`config.mk`:
```
export PLATFORM = sky130hd
export DESIGN_NAME = bcd_timer_chain
export DESIGN_NICKNAME = d
export VERILOG_FILES = /design/src/rtl/bcd_timer_chain.sv
export SDC_FILE = /design/constraint.sdc
export NUM_CORES = 1
export LEC_CHECK = 0
export ABC_CLOCK_PERIOD_IN_PS = 6000
export BUFFER_PORTS_ARGS = -buffer_cell sky130_fd_sc_hd__buf_2
export CAP_MARGIN = 20
export CORE_MARGIN = 2
export CORE_UTILIZATION = 60
export DETAILED_ROUTE_END_ITERATION = 7
export PLACE_DENSITY_LB_ADDON = 0.12
export SLEW_MARGIN = 10
export SYNTH_ARGS = -nofsm -noshare
export SYNTH_HDL_FRONTEND = slang
export SYNTH_SLANG_ARGS = --single-unit
```
`constraint.sdc`:
```
create_clock -name clk -period 6 [get_ports clk]
set_input_delay 1.2 -clock clk [delete_from_list [all_inputs] [get_ports clk]]
set_output_delay 1.2 -clock clk [all_outputs]
set_load 0.02 [all_outputs]
```
`src/rtl/bcd_timer_chain.sv`:
```
// Chain of BCD digits with per-digit modulus, counting up or down on a qualified tick.
// It can saturate and expire at terminal or wrap, and produces a terminal level and a one-cycle done pulse.
module bcd_timer_chain #(
    parameter int          DIGITS     = 6,
    parameter logic [31:0] DIGIT_MAX  = 32'h00995959,
    parameter logic [31:0] LOAD_VALUE = 32'h00000100,
    parameter bit          WRAP       = 1'b0
) (
    input  logic                  clk,
    input  logic                  resetN,
    input  logic                  loadN,
    input  logic [4*DIGITS-1:0]   ld_data,
    input  logic                  enable1,
    input  logic                  enable2,
    input  logic                  tick,
    input  logic                  up,
    output logic [4*DIGITS-1:0]   count,
    output logic                  tc,
    output logic                  done,
    output logic                  expired
);
    localparam int W = 4 * DIGITS;

    generate
        if (DIGITS < 1 || DIGITS > 8) begin : g_bad_digits
            $fatal(1, "bcd_timer_chain: DIGITS must be 1..8");
        end
        for (genvar g = 0; g < DIGITS; g++) begin : g_chk
            if (DIGIT_MAX[4*g +: 4] == 4'd0 || DIGIT_MAX[4*g +: 4] > 4'd9) begin : g_bad_max
                $fatal(1, "bcd_timer_chain: DIGIT_MAX nibble out of range 1..9");
            end
            if (LOAD_VALUE[4*g +: 4] > DIGIT_MAX[4*g +: 4]) begin : g_bad_load
                $fatal(1, "bcd_timer_chain: LOAD_VALUE nibble exceeds DIGIT_MAX");
            end
        end
    endgenerate

    typedef enum logic {S_RUN, S_EXPIRED} state_t;

    state_t         state, state_nxt;
    logic [W-1:0]   max_val, rst_val;
    logic [W-1:0]   count_nxt, inc_val, dec_val, clamp_val;
    logic           carry, borrow;
    logic           step, at_max, at_zero;
    logic           flag, flag_nxt, done_nxt;

    assign max_val = DIGIT_MAX[W-1:0];
    assign rst_val = LOAD_VALUE[W-1:0];
    assign step    = tick & enable1 & enable2;
    assign at_max  = (count == max_val);
    assign at_zero = (count == '0);
    assign tc      = up ? at_max : at_zero;
    assign expired = (state == S_EXPIRED);

    // Ripple carry/borrow across digits; from terminal these naturally wrap.
    always_comb begin
        inc_val   = count;
        dec_val   = count;
        clamp_val = ld_data;
        carry     = 1'b1;
        borrow    = 1'b1;
        for (int i = 0; i < DIGITS; i++) begin
            if (carry) begin
                if (count[4*i +: 4] == max_val[4*i +: 4]) begin
                    inc_val[4*i +: 4] = 4'd0;
                end else begin
                    inc_val[4*i +: 4] = count[4*i +: 4] + 4'd1;
                    carry = 1'b0;
                end
            end
            if (borrow) begin
                if (count[4*i +: 4] == 4'd0) begin
                    dec_val[4*i +: 4] = max_val[4*i +: 4];
                end else begin
                    dec_val[4*i +: 4] = count[4*i +: 4] - 4'd1;
                    borrow = 1'b0;
                end
            end
            if (ld_data[4*i +: 4] > max_val[4*i +: 4]) begin
                clamp_val[4*i +: 4] = max_val[4*i +: 4];
            end
        end
    end

    // flag remembers that done already fired for the terminal count currently held.
    always_comb begin
        state_nxt = state;
        count_nxt = count;
        flag_nxt  = flag;
        done_nxt  = 1'b0;
        if (!loadN) begin
            state_nxt = S_RUN;
            count_nxt = clamp_val;
            flag_nxt  = 1'b0;
        end else if (step && state == S_RUN) begin
            if (!tc) begin
                count_nxt = up ? inc_val : dec_val;
                flag_nxt  = up ? (inc_val == max_val) : (dec_val == '0);
                done_nxt  = flag_nxt & ~done;
            end else if (WRAP) begin
                count_nxt = up ? inc_val : dec_val;
                flag_nxt  = 1'b0;
            end else begin
                state_nxt = S_EXPIRED;
                done_nxt  = ~flag & ~done;
            end
        end
    end

    always_ff @(posedge clk or negedge resetN) begin
        if (!resetN) begin
            state <= S_RUN;
            count <= rst_val;
            flag  <= 1'b0;
            done  <= 1'b0;
        end else begin
            state <= state_nxt;
            count <= count_nxt;
            flag  <= flag_nxt;
            done  <= done_nxt;
        end
    end

endmodule

```
==> impl_metrics.env <==
export IMPL_maxCapViolations=0
export IMPL_synth_top_area_share_pct=23.3
export IMPL_path_max_fanout=33
export IMPL_synth_seq_cells=27
export IMPL_synth_cells=355
export IMPL_cp_common_cell="buf_2"
export IMPL_placed_cell_area_um2=2950
export IMPL_nFillCells=392
export IMPL_cts_buffer_depth=2
export IMPL_numClockSinks=27
export IMPL_fmaxAchievable_mhz=236
export IMPL_hold_path_class="reg2reg"
export IMPL_netlist_cell_type_count=76
export IMPL_min_from="expired"
export IMPL_slew_viol_final=0
export IMPL_die_area_um2=5210
export IMPL_via_count=2934
export IMPL_rr_worst_depth=6
export IMPL_finalSetupViolations=0
export IMPL_critPathTopFamily="simple AND/OR/NAND/NOR gates"
export IMPL_grt_max_degree=38
export IMPL_period_needed_ps=4230
export IMPL_synth_fp_nets=386
export IMPL_synth_edf_count=0
export IMPL_gp_congestion=0.938
export IMPL_die_h_um=72.2
export IMPL_area_growth_pct=7.31
export IMPL_rrSetupSlack_ps=2740
export IMPL_regArea_um2=677
export IMPL_status="completed"
export IMPL_clk_latency_ps=280
export IMPL_clockRootBuffer="clkbuf_8"
export IMPL_htree_levels=1
export IMPL_portBuffers=57
export IMPL_r2r_start="count[0]"
export IMPL_yosys_warnings=0
export IMPL_start_util_pct=63.2
export IMPL_finalHoldViolations=0
export IMPL_place_ws_ps=1790
export IMPL_r2r_end="count[2]"
export IMPL_critPathArrivalTime_ps=3030
export IMPL_syn_mean_instance_area_um2=7.86
export IMPL_layout_drive_gt1_share_pct=22.5
export IMPL_fp_row_count=24
export IMPL_drc=0
export IMPL_synth_top_area_cell="dfrtp_1"
export IMPL_ir_drop_uv=148
export IMPL_tns_ps=0
export IMPL_routed_wirelength_um=7840
export IMPL_die_w_um=72.2
export IMPL_setup_slack_ps=1770
export IMPL_fin_crit_sh_pct=70.5
export IMPL_slowest_delay_ps=520
export IMPL_clk_pin_slew_worst_paths_ps=100
export IMPL_grt_pass1_wl_um=13000
export IMPL_num_antenna_cells=0
export IMPL_cellPowerDensity_nw_per_um2=177
export IMPL_whs_path_depth=1
export IMPL_grtUsageTotal_pct=31.4
export IMPL_clock_skew_ps=3.58
export IMPL_cts_setup_buffers=0
export IMPL_tightest_slew_ps=1020
export IMPL_hpwlAfterDp_um=5570
export IMPL_path_cells="buf_2, and2_1, nand4_4, or3_1, nand2_1, buf_2"
export IMPL_cp_start_kind="input port"
export IMPL_critical_path_required_ps=4800
export IMPL_firstDrtPassIters=6
export IMPL_cp_num_buf_inv=2
export IMPL_grt_setup_unrepaired="false"
export IMPL_antenna_found_initial=0
export IMPL_synth_ff_type="dfrtp_1"
export IMPL_synth_async_sr_flop_share_pct=100
export IMPL_fin_area_um2=2990
export IMPL_synth_most_common_cell="nand2_1"
export IMPL_vias_per_cell=6.74
export IMPL_cts_tree="built"
export IMPL_multiInputGateArea_um2=1880
export IMPL_synth_common_cells="nand2_1, nor2_1, dfrtp_1"
export IMPL_final_nets=415
export IMPL_ys_seq_area_share_pct=24.3
export IMPL_relSlewSlack_pct=31.5
export IMPL_grt_pass1_vias=2594
export IMPL_coreArea_um2=4410
export IMPL_p_leak_uw=0.00120
export IMPL_min_to="expired"
export IMPL_p_total_uw=531
export IMPL_cts_made_buffers=3
export IMPL_synth_area_leaders="dfrtp_1, nand2_1, nor2_1, nor3_1, o21ai_0"
export IMPL_cp_slowest_cell="or3_1"
export IMPL_grt_ovfl_total=0
export IMPL_syn_area_um2=2790
export IMPL_ctsHoldBuffers=0
export IMPL_avgRoutedWirePerCell_um=18.0
export IMPL_cts_resized=0
export IMPL_drt_iter0_drc=420
export IMPL_cp_end_kind="output port"
export IMPL_ioPinCount=58
export IMPL_antenna_left=0
export IMPL_worstSetupPathType="in2out"
==> power by group <==
part | internal (uW) | switching, uW | total, uW
clock network | 47.8 | 61.3 | 109
logic | 70.7 | 108 | 179
registers | 196 | 46.1 | 242
total | 315 | 216 | 531
==> sequential cells by signal (all words and copies together), names as in the netlist <==
signal	cells
done	1
expired	1
flag	1
count	24
==> stage by stage <==
| stage | utilization, % | hold slack, ps | instances |
|---|---|---|---|
| 3_5_place_dp | 66.8 | 528 | 431 |
| 4_1_cts | 67.8 | 551 | 435 |
| 5_1_grt | 67.8 | 579 | 435 |
| 2_1_floorplan | - | 594 | 355 |
| 6_report | 67.8 | 546 | 435 |
| 3_3_place_gp | 66.8 | 515 | 431 |
==> cell type report <==
type                            instances  share of cell area [%]
Multi-Input combinational cell        286                    62.9
Sequential cell                        27                    22.6
Timing Repair Buffer                   58                    9.78
Tap cell                               52                    2.17
Clock buffer                            4                    1.50
Inverter                                8                    1.00
==> layer usage <==
| metal | part of all wire (%) | GRT usage, % |
|---|---|---|
| met1 | 43 | 45.5 |
| met2 | 45 | 49.4 |
| met3 | 9.6 | 2.08 |
| met4 | 2.2 | 11.1 |
| met5 | 0 | 0 |
==> cells in the final DEF, fill, tap and decap left out, drive strengths merged, types with 6 or more instances in the layout <==
master and count:
buf 58, nand2 32, nor2 30, dfrtp 26, nor3 21, o21ai 20, a21oi 15, nand3 14
nor4 12, nand4 11, inv 8, and2 7, o31ai 7, nor3b 6, xnor2 6, mux2i 6
and3 6
==> cell families after synthesis <==
family          after synthesis  share of synthesized area [%]
simple gates                170                           35.7
mux                           8                           2.96
buf+inv                      42                           8.21
xor+xnor                     11                           3.45
flops                        27                           24.3
compound gates               97                           25.4
==> worst register-to-register path, delay by kind of cell, from the launching register on <==
family,cells,cell delay [ps]
AND/OR/NAND/NOR,4,1920
flip-flops,1,620
AO/OA/AOI/OAI,2,600
==> worst max path at each step <==
stage                     start  to  slack (ps)  cells after the start
after floorplan              up  tc        2520                      5
after detailed placement     up  tc        1790                      6
after global placement       up  tc        1850                      6
after global routing         up  tc        1630                      6
final                        up  tc        1770                      6
after CTS                    up  tc        1790                      6
Note: power is estimated with default switching activity, not from simulation.
